`src/rtl/booth_r4_multiplier.sv`:
```
// booth_r4_multiplier: radix-4 Booth sequential multiplier, optional MUL_ZERO_SKIP_EN zero-operand bypass
module booth_r4_multiplier #(
  parameter int WIDTH = 32
) (
  input  logic               clk,
  input  logic               reset,
  input  logic               op_start,
  input  logic               op_clear,
  input  logic               is_signed,
  input  logic [WIDTH-1:0]   multiplicand,
  input  logic [WIDTH-1:0]   multiplier,
  output logic               busy,
  output logic               op_done,
  output logic [2*WIDTH-1:0] result
);
  localparam int E = WIDTH + 2;
  localparam int N = E / 2;
  localparam int CW = $clog2(N + 1);
  typedef enum logic [1:0] {IDLE = 2'b00, EXEC = 2'b01, DONE = 2'b10} state_t;
  state_t state;
  logic [E:0] u, m, pp, sum, u_n;
  logic [E-1:0] v, x, v_n;
  logic x0, skip;
  logic [CW-1:0] cnt;
  logic [2:0] code;
`ifdef MUL_ZERO_SKIP_EN
  assign skip = multiplicand == '0 || multiplier == '0;
`else
  assign skip = 1'b0;
`endif
  // one Booth step: select partial product, add, arithmetic shift {U,V} right by 2
  always_comb begin
    code = {x[1:0], x0};
    pp = (code == 3'b001 || code == 3'b010) ? m :
         code == 3'b011 ? m << 1 :
         code == 3'b100 ? -(m << 1) :
         (code == 3'b101 || code == 3'b110) ? -m : '0;
    sum = u + pp;
    u_n = {sum[E], sum[E], sum[E:2]};
    v_n = {sum[1:0], v[E-1:2]};
  end
  // control FSM and datapath registers
  always_ff @(posedge clk or posedge reset)
    if (reset) begin
      state <= IDLE;
      u <= '0;
      v <= '0;
      x <= '0;
      x0 <= 1'b0;
      cnt <= '0;
      m <= '0;
      result <= '0;
      busy <= 1'b0;
      op_done <= 1'b0;
    end else if (op_clear) begin
      state <= IDLE;
      result <= '0;
      cnt <= '0;
      busy <= 1'b0;
      op_done <= 1'b0;
    end else begin
      case (state)
        IDLE:
          if (op_start && skip) begin
            state <= DONE;
            result <= '0;
            op_done <= 1'b1;
          end else if (op_start) begin
            state <= EXEC;
            busy <= 1'b1;
            m <= {{3{is_signed & multiplicand[WIDTH-1]}}, multiplicand};
            x <= {{2{is_signed & multiplier[WIDTH-1]}}, multiplier};
            u <= '0;
            v <= '0;
            x0 <= 1'b0;
            cnt <= '0;
          end
        EXEC: begin
          u <= u_n;
          v <= v_n;
          x <= x >> 2;
          x0 <= x[1];
          cnt <= cnt + 1'b1;
          if (cnt == CW'(N - 1)) begin
            state <= DONE;
            busy <= 1'b0;
            op_done <= 1'b1;
            result <= {u_n[WIDTH-3:0], v_n};
          end
        end
        DONE: ;
        default: begin
          state <= IDLE;
          busy <= 1'b0;
          op_done <= 1'b0;
        end
      endcase
    end
endmodule

```
`config.mk`:
```
export PLATFORM = sky130hd
export DESIGN_NAME = booth_r4_multiplier
export DESIGN_NICKNAME = d
export VERILOG_FILES = /design/src/rtl/booth_r4_multiplier.sv
export SDC_FILE = /design/constraint.sdc
export NUM_CORES = 1
export LEC_CHECK = 0
export CELL_PAD_IN_SITES_DETAIL_PLACEMENT = 1
export CELL_PAD_IN_SITES_GLOBAL_PLACEMENT = 1
export CORE_UTILIZATION = 30
export DETAILED_ROUTE_END_ITERATION = 7
export DONT_BUFFER_PORTS = 1
export GPL_TIMING_DRIVEN = 0
export PLACE_DENSITY = 0.57
export SYNTH_ARGS = -nofsm -noshare
export SYNTH_HDL_FRONTEND = slang
export SYNTH_SLANG_ARGS = --single-unit
```
`constraint.sdc`:
```
create_clock -name clk -period 16 [get_ports clk]
set_input_delay 2.4 -clock clk [delete_from_list [all_inputs] [get_ports clk]]
set_output_delay 2.4 -clock clk [all_outputs]
set_load 0.05 [all_outputs]
```
==> qor.yml, run 1 <==
die_w_um: 194
dp_hpwl_mm: 25.6
syn_area_mm2: 0.0111
final_cell_count_no_fill: 1623
timing.fmax_ghz: 0.163
place_area_mm2: 0.0117
crit_start: "m[0]$_DFFE_PP0P_"
p_per_area_mw_per_mm2: 178
drv_cap: 0
clock_sinks: 205
final_cell_mix: "dfrtp_1, nand2_1, a22o_1"
whs_ps: 475
cp.arrival_ps: 6580
hold_viol: 0
synth_seq_cells: 205
critPathMaxStageDelay_ps: 650
synth.avg_cell_area_um2: 9.97
wl_per_cell_um: 21.6
htree_levels: 1
cts_resized: 0
drtIter0Drc: 378
grt_max_degree: 126
dieHeight_um: 194
dieArea_mm2: 0.0377
peakVddDrop_v: 0.0000779
rows: 69
routed_wl_mm: 35.1
finalCriticalPeriod_ps: 6130
place.gp.congestion: 0.828
cts_root_buffer: "clkbuf_16"
grt_pass1_vias: 9284
gr-max-usage-layer: "met2"
layout-drive-gt1-share_pct: 8.53
finalCritPeriodShare_pct: 38.3
yosysTopAreaCell: "dfrtp_1"
fin_area_mm2: 0.0127
grtUsageTotal_pct: 18.9
drv_slew: 0
yosysUniqueCellTypes: 65
grt_overflow: 0
final_common_cell: "dfrtp_1"
crit_family: "compound AO/OA/AOI/OAI gates"
timing.rr.start: "m[0]$_DFFE_PP0P_"
path_clk_slew_ps: 60
hp-start: "x[18]$_DFFE_PP0P_"
crit_type: "flop to flop"
netlist_instances: 1110
numCtsBuffers: 27
worst_pin_slew_ps: 1300
viasPerCell: 5.49
portBuffers: 0
critPathSlowestCell: "a2111oi_0"
drcViolationCount: 0
fillCellCount: 4062
finalSetupTns_ps: 0
synth_seq_area_share_pct: 46.4
first_pass_iters: 4
cpMostUsedCell: "a21oi_1"
slew_headroom_pct: 12.8
clk_path_buf_depth: 3
cts_tree: "built"
start_util_pct: 30.8
use_met3_pct: 4.31
rsz0062_at_grt: "false"
setup_violations: 0
p_leak_nw: 5.61
final_nets: 1249
antenna_found_initial: 2
required_ps: 16450
ant_nets: 0
hold_buffers: 0
cp_num_buf_inv: 2
worst_setup_path_end_kind: "flop"
pin_count: 135
coreArea_mm2: 0.0359
yosysTopAreaCellShare_pct: 46.4
min_path_type: "flop to flop"
met2_usage_pct: 30.1
r2r_cells: 22
cp_num_cells: 22
grt_first_pass_wirelength_mm: 56.4
synthArstFlopShare_pct: 100
skew_ps: 9.30
dp.cells: 1572
synth_flop_cell: "dfrtp_1"
total_power_mw: 2.26
met1_usage_pct: 25.7
cts_setup_buffers: 0
crit_chain: "inv_1 -> ha_1 -> nor3b_1 -> and3_1 -> clkbuf_1 -> nand2_1 -> or4_1 -> xor2_1 -> a22oi_1 -> nor2_1 -> a21oi_1 -> a21oi_1 -> ha_1 -> a21o_1 -> a31o_1 -> a21oi_1 -> o21ai_0 -> a2111oi_0 -> o21ai_0 -> nor4_1 -> nor4_1 -> o2bb2ai_1"
synthesis.nets: 1218
ys_warn_count: 0
synth_edf_count: 0
path_max_fanout: 6
min_path_cells: 2
worstSetupStartpointType: "flop"
synthTopCellsByArea: "dfrtp_1, a22o_1, ha_1"
area_delta_synth_final_pct: 14.9
clkLatencyLatePin_ps: 560
vias: 8912
status: "complete, no violations"
[final timing paths]
| check | end | slack [ps] |
|---|---|---|
| min | x[18]$_DFFE_PP0P_ | 470 |
| min in group asynchronous | result[1]$_DFFE_PP0P_ | 1760 |
| max | u[33]$_DFFE_PP0P_ | 9870 |
| max in group asynchronous | result[39]$_DFFE_PP0P_ | 13170 |
| min reg2reg | x[18]$_DFFE_PP0P_ | 470 |
| max reg2reg | u[33]$_DFFE_PP0P_ | 9870 |
[metrics by stage]
step	setup WS [ps]	utilization (%)
after floorplan	8000	-
after global placement	5290	32.4
after detailed placement	10010	32.5
after CTS	9930	35.4
after global routing	9470	35.4
final	9870	35.4
[power by group]
| group | internal [mW] | total (mW) | switching [mW] |
|---|---|---|---|
| clock network | 0.454 | 0.708 | 0.254 |
| logic | 0.340 | 0.880 | 0.540 |
| registers | 0.596 | 0.670 | 0.0742 |
[final cells by class]
type	count	area, um^2	area share, %
well taps	461	577	4.53
multi-input cells	814	5590	43.9
clock inverters	17	310	2.44
plain buffers	74	285	2.24
repair buffers	2	32.5	0.256
clock buffers	32	724	5.70
flip-flops and latches	205	5130	40.3
inverters	17	71.3	0.561
diodes	1	2.50	0.0197
[synthesized netlist by cell type (26+ instances only)]
cell type	n
mux2_2	29
xor2_1	26
xnor2_1	37
dfrtp_1	205
a22o_1	106
nor2_1	59
clkbuf_1	70
nand2_1	119
mux2i_1	32
a21oi_1	79
ha_1	38
o21ai_0	80
[registers in the layout (all words and copies together) (netlist names)]
signal / flops
x0: 1
x: 33
op_done: 1
state: 2
result: 64
v: 32
u: 33
busy: 1
m: 33
cnt: 5
[routing by layer]
metal	vias to the layer above	wire length, um
li1	4181	-
met1	4514	16300
met2	172	16000
met3	45	2070
met4	0	702
met5	-	0
[worst reg2reg max path: stages, from the launching register on]
cell       delay, ps
dfrtp_1          430
inv_1            140
ha_1             250
nor3b_1          520
and3_1           250
clkbuf_1         270
nand2_1          250
or4_1            470
xor2_1           250
a22oi_1          130
nor2_1           110
a21oi_1           50
a21oi_1          230
ha_1             340
a21o_1           220
a31o_1           240
a21oi_1          170
o21ai_0          140
a2111oi_0        650
o21ai_0          340
nor4_1           320
nor4_1            90
o2bb2ai_1        140
[cells by family (layout without fill, tap and decap cells)]
family                   count (synthesis)  after routing  synth area share (%)
AO/OA/AOI/OAI                          388            388                  24.2
XOR/XNOR                                63             63                  4.99
adder cells (fa/ha/maj)                 39             39                  4.48
buffers and inverters                   91            142                  3.15
flip-flops                             205            205                  46.4
multiplexers                            61             61                  5.85
other                                    0              1                     0
AND/OR/NAND/NOR                        263            263                  11.0
Power figures use the tool's default switching activity.
==> inputs of run 2 (changes only) <==
Settings changed: PLACE_DENSITY 0.57 to 0.59.
Clock period 16 ns to 4.95 ns, I/O delays scaled along.
==> run 2 against run 1 <==
  * Clock power rose to 2.9 times the previous value
  * Sequential power rose to 3.2 times the previous value
  * Core utilization rose by 0.63 points
  * Non-clock buffer count rose by 6
  * Fmax rose by 28%
  * Highest routed layer unchanged
==> qor.yml, run 2 (synthesized netlist as in run 1, its figures left out) <==
crit_type: "flop to flop"
final_common_cell: "dfrtp_1"
die_w_um: 194  # unchanged
worst_slack_ps: 158  # -9710 ps
grtUsageTotal_pct: 18.7  # -0.22 points
dieHeight_um: 194  # unchanged
place_area_mm2: 0.0117  # +0.59%
top_register: "result"
vias: 8901  # -0.12%
met2_usage_pct: 29.9  # -0.20 points
gr-max-usage-layer: "met2"
status: "complete, no violations"
drcViolationCount: 0  # unchanged
clkLatencyLatePin_ps: 560  # about the same
place.gp.congestion: 0.845  # +2.1%
use_met3_pct: 4.24  # -0.070 points
crit_chain: "inv_1 -> ha_2 -> nor3b_4 -> and3_4 -> nand2_2 -> or4_1 -> xor2_2 -> a22oi_1 -> nor2_1 -> a21oi_1 -> a21oi_2 -> ha_2 -> a21o_1 -> a31o_1 -> a21oi_2 -> o21ai_2 -> a2111oi_2 -> buf_4 -> o21ai_2 -> nor4_2 -> nor4_1 -> o2bb2ai_1"
dp_hpwl_mm: 25.9  # +1.1%
peakVddDrop_v: 0.000324  # +320%
dieArea_mm2: 0.0377  # unchanged
first_pass_iters: 5  # +1
grt_overflow: 0  # unchanged
cts_tree: "built"
p_per_area_mw_per_mm2: 556  # +210%
drv_cap: 0  # unchanged
viasPerCell: 5.47  # -0.37%
timing.rr.start: "m[0]$_DFFE_PP0P_"
critPathMaxStageDelay_ps: 470  # -180 ps
portBuffers: 0  # unchanged
r2r_cells: 22  # unchanged
hold_viol: 0  # unchanged
finalCriticalPeriod_ps: 4790  # -1340 ps
ant_nets: 0  # unchanged
clk_path_buf_depth: 3  # unchanged
worstSetupStartpointType: "flop"
wl_per_cell_um: 21.5  # -0.84%
timing.fmax_ghz: 0.209  # +28%
grt_first_pass_wirelength_mm: 55.7  # -1.3%
path_max_fanout: 6  # unchanged
min_path_type: "input port to async pin"
area_delta_synth_final_pct: 17.0
numCtsBuffers: 26  # -3.7%
r2r_slack_ps: 160  # -9710 ps
start_util_pct: 30.8  # unchanged
drtIter0Drc: 381  # +0.79%
coreArea_mm2: 0.0359  # unchanged
required_ps: 5390  # -11060 ps
slew_headroom_pct: 15.4  # +2.6 points
clock_sinks: 205  # unchanged
p_leak_nw: 5.71  # +1.9%
final_util_pct: 36.1  # +0.63 points
met1_usage_pct: 24.9  # -0.81 points
final_nets: 1254  # +0.40%
routed_wl_mm: 34.9  # -0.59%
htree_levels: 1  # unchanged
largest_register_ffs: 64  # unchanged
rsz0062_at_grt: "true"
n_antenna_cell: 0  # -1
place_ws_ps: -917  # -10930 ps
reg2reg_to: "u[33]$_DFFE_PP0P_"
grt_pass1_vias: 9400  # +1.2%
cts_root_buffer: "clkbuf_16"
finalCritPeriodShare_pct: 96.8  # +58 points
final_cell_mix: "dfrtp_1, nand2_1, a22o_1"
pin_count: 135  # unchanged
critPathSlowestCell: "or4_1"
grt_max_degree: 39  # -69%
finalSetupTns_ps: 0  # unchanged
cp.arrival_ps: 5230  # -1350 ps
fin_area_mm2: 0.0129  # +1.8%
skew_ps: 19.1  # +9.78 ps
antenna_found_initial: 0  # -2
dp.cells: 1576  # +0.25%
worst_setup_path_end_kind: "flop"
rows: 69  # unchanged
drv_slew: 0  # unchanged
final_cell_count_no_fill: 1627  # +0.25%
setup_violations: 0  # unchanged
path_clk_slew_ps: 60  # about the same
worst_pin_slew_ps: 1250  # -46.6 ps
hold_buffers: 0  # unchanged
layout-drive-gt1-share_pct: 12.6  # +4.1 points
==> run 2: worst max-delay path by stage <==
stage                                  from                 to  slack [ps]  cells after the start
after CTS                  m[0]$_DFFE_PP0P_  u[33]$_DFFE_PP0P_         -10                     21
final                      m[0]$_DFFE_PP0P_  u[33]$_DFFE_PP0P_         160                     22
after global placement     m[0]$_DFFE_PP0P_  u[33]$_DFFE_PP0P_        -910                     22
after floorplan            m[0]$_DFFE_PP0P_  u[33]$_DFFE_PP0P_         180                     22
after global routing      m[18]$_DFFE_PP0P_  u[33]$_DFFE_PP0P_        -110                     20
after detailed placement   m[0]$_DFFE_PP0P_  u[33]$_DFFE_PP0P_        -920                     22
==> run 2: timing repair <==
action | CTS | global route
pin swaps | 2 | 13
hold endpoints to repair | 0 | 0
buffers inserted | 0 | 5
gates resized for setup | 22 | 37
endpoints found under the setup margin | 27 | 21
==> run 2: through the flow <==
stage	total power [mW]	hold WS, ps
final	7.20	170
after CTS	7.17	167
after floorplan	4.23	449
after global placement	4.98	462
after global routing	7.69	195
after detailed placement	5.04	473
==> run 2: cell type report <==
class,count,area [um^2]
fillers,4040,23000
multi-input cells,814,5830
flip-flops and latches,205,5130
clock buffers,34,721
well taps,461,577
plain buffers,72,284
clock inverters,14,199
repair buffers,10,138
inverters,17,67.6
==> run 2: critical path, delay by kind of cell, from the launching register on <==
family	cells	cell delay, ps
xor gates and xnor gates	1	210
and+or+nand+nor	7	1530
adders and majority gates	2	560
DFF	1	450
buffers and inverters	2	310
AOI/OAI and AO/OA	10	1600
==> run 2: layer usage <==
| layer | share of wire [%] | vias up |
|---|---|---|
| li1 | - | 4190 |
| met1 | 46 | 4504 |
| met2 | 46 | 160 |
| met3 | 5.5 | 47 |
| met4 | 2.7 | 0 |
| met5 | 0 | - |
==> run 2: report_power, final <==
group	internal, mW	switching [mW]	leakage (nW)	total, mW
Combinational	1.20	1.80	2.55	3.00
Sequential	1.93	0.248	2.71	2.17
Clock	1.24	0.784	0.450	2.03
==> inputs of run 3 (changes only) <==
Settings changed: CTS_CLUSTER_DIAMETER from default to 60, CTS_CLUSTER_SIZE from default to 20, PLACE_DENSITY 0.59 to 0.57.
Clock period 4.95 ns to 6 ns, I/O delays scaled along.
==> run 3 against run 2 <==
  * Sequential power decreased by 18%
  * First-iteration DRC count grew 13%
  * Wire length grew 0.92%
  * Final cell count about the same
  * Critical path depth is the same
  * Combinational power fell by 21%
  * Sequential share of layout area increased by 0.63 points
  * Total power shrank 20%
  * Via count increased by 0.29%
  * Non-clock buffer count decreased by 2
  * Clock-buffer cell count is 4 lower
  * Largest cell class unchanged
  * Highest routed layer unchanged
==> qor.yml, run 3 (synthesized netlist as in run 1, its figures left out) <==
status: "complete, no violations"
htree_levels: 1  # unchanged
place.gp.congestion: 0.821  # -2.9%
first_pass_iters: 4  # -1
crit_chain: "inv_1 -> ha_1 -> nor3b_4 -> and3_1 -> clkbuf_1 -> nand2_2 -> or4_1 -> xor2_1 -> a22oi_1 -> nor2_1 -> a21oi_1 -> a21oi_1 -> ha_1 -> a21o_1 -> a31o_1 -> a21oi_1 -> o21ai_0 -> a2111oi_2 -> o21ai_1 -> nor4_1 -> nor4_1 -> o2bb2ai_1"
cpMostUsedCell: "a21oi_1"
path_clk_slew_ps: 70  # about the same
drv_slew: 0  # unchanged
peakVddDrop_v: 0.000197  # -39%
routed_wl_mm: 35.2  # +0.92%
worstSetupStartpointType: "flop"
pin_count: 135  # unchanged
total_power_mw: 5.78  # -20%
antenna_found_initial: 1  # +1
cts_setup_buffers: 0  # unchanged
path_max_fanout: 6  # unchanged
start_util_pct: 30.8  # unchanged
worst_setup_path_end_kind: "flop"
wl_per_cell_um: 21.7  # +0.85%
dieArea_mm2: 0.0377  # unchanged
die_w_um: 194  # unchanged
grt_max_degree: 40  # +2.6%
critPathSlowestCell: "a2111oi_2"
cts_tree: "built"
grt_pass1_vias: 9450  # +0.53%
clk_path_buf_depth: 3  # unchanged
drtIter0Drc: 430  # +13%
clkLatencyLatePin_ps: 560  # about the same
p_leak_nw: 5.59  # -2.1%
crit_family: "compound AO/OA/AOI/OAI gates"
layout-drive-gt1-share_pct: 9.26  # -3.3 points
drv_cap: 0  # unchanged
p_per_area_mw_per_mm2: 454  # -18%
setup_violations: 0  # unchanged
timing.fmax_ghz: 0.183  # -12%
critPathMaxStageDelay_ps: 460  # about the same
grtUsageTotal_pct: 19.1  # +0.39 points
area_delta_synth_final_pct: 15.1
finalCriticalPeriod_ps: 5470  # +683 ps
cp.arrival_ps: 5920  # +690 ps
cts_root_buffer: "clkbuf_16"
r2r_cells: 22  # unchanged
hold_buffers: 0  # unchanged
min_path_type: "input port to async pin"
clock_sinks: 205  # unchanged
drcViolationCount: 0  # unchanged
top_register: "result"
worst_pin_slew_ps: 1250  # +1.93 ps
final_cell_mix: "dfrtp_1, nand2_1, a22o_1"
final_util_pct: 35.5  # -0.58 points
slew_headroom_pct: 16.2  # +0.74 points
viasPerCell: 5.48  # +0.23%
grt_first_pass_wirelength_mm: 56.9  # +2.1%
fillCellCount: 4053  # +0.32%
finalCritPeriodShare_pct: 91.2  # -5.6 points
final_common_cell: "dfrtp_1"
dieHeight_um: 194  # unchanged
dp_hpwl_mm: 26.4  # +2.0%
coreArea_mm2: 0.0359  # unchanged
numCtsBuffers: 27  # +3.8%
cp_num_buf_inv: 2  # unchanged
vias: 8927  # +0.29%
hold_viol: 0  # unchanged
grt_overflow: 0  # unchanged
crit_type: "flop to flop"
final_nets: 1253  # -0.080%
rows: 69  # unchanged
largest_register_ffs: 64  # unchanged
required_ps: 6440  # +1050 ps
cp_num_cells: 22  # unchanged
portBuffers: 0  # unchanged
cts_resized: 1  # -95%
ant_nets: 0  # unchanged
skew_ps: 15.7  # -3.38 ps
rsz0062_at_grt: "false"
run 3: cell types whose count changed in the layout (fill, tap and decap cells not counted), sizes merged:
cell | before | now
inv | 17 | 22
buf | 14 | 10
bufinv | 4 | 0
clkinv | 8 | 11
clkbuf | 102 | 100
clkinvlp | 2 | 4
diode | 0 | 1
run 3: layout make-up:
type | instances | area (um^2) | share of cell area [%]
Multi-Input combinational cell | 814 | 5610 | 44.1
Sequential cell | 205 | 5130 | 40.3
Clock buffer | 30 | 697 | 5.47
Tap cell | 461 | 577 | 4.53
Buffer | 74 | 285 | 2.24
Clock inverter | 20 | 231 | 1.82
Timing Repair Buffer | 6 | 135 | 1.06
Inverter | 17 | 67.6 | 0.530
Antenna cell | 1 | 2.50 | 0.0196
run 3: power by group:
| group | switching (mW) | internal (mW) |
|---|---|---|
| logic | 1.44 | 0.918 |
| clock network | 0.746 | 0.891 |
| registers | 0.198 | 1.59 |
run 3: metrics by stage:
stage          instances  setup slack [ps]  hold slack [ps]  TNS [ps]  cell area (um^2)
2_1_floorplan       1110              1230              449         0             11100
4_1_cts             1627               103              358         0             12700
3_5_place_dp        1577             -59.5              474     -59.5             11800
6_report            1628               525              363         0             12700
3_3_place_gp        1571              4.57              460         0             11600
5_1_grt             1627              83.1              396         0             12700
run 3: worst reg2reg max path, stage by stage, from the launching register on:
cell and delay [ps]:
dfrtp_1 430, inv_1 140, ha_1 270, nor3b_4 310, and3_1 210, clkbuf_1 290, nand2_2 190, or4_1 450
xor2_1 250, a22oi_1 130, nor2_1 120, a21oi_1 50, a21oi_1 230, ha_1 330, a21o_1 220, a31o_1 230
a21oi_1 160, o21ai_0 170, a2111oi_2 460, o21ai_1 220, nor4_1 280, nor4_1 80, o2bb2ai_1 130
run 3: worst paths after layout:
check / from / end / slack [ps]
max: m[1]$_DFFE_PP0P_ / u[33]$_DFFE_PP0P_ / 530
min: reset / result[13]$_DFFE_PP0P_ / 360
max reg2reg: m[1]$_DFFE_PP0P_ / u[33]$_DFFE_PP0P_ / 530
min reg2reg: x[7]$_DFFE_PP0P_ / x[7]$_DFFE_PP0P_ / 480
max in group asynchronous: reset / result[42]$_DFFE_PP0P_ / 4610
min in group clk: multiplicand[0] / m[0]$_DFFE_PP0P_ / 480
run 3: metal layers:
metal / routed length [um] / vias to the layer above / global-route usage (%)
met5: 0 / - / 0
met4: 910 / 0 / 6.32
met3: 1850 / 51 / 4.26
met2: 16300 / 166 / 30.4
met1: 16200 / 4515 / 25.5
li1: - / 4195 / -
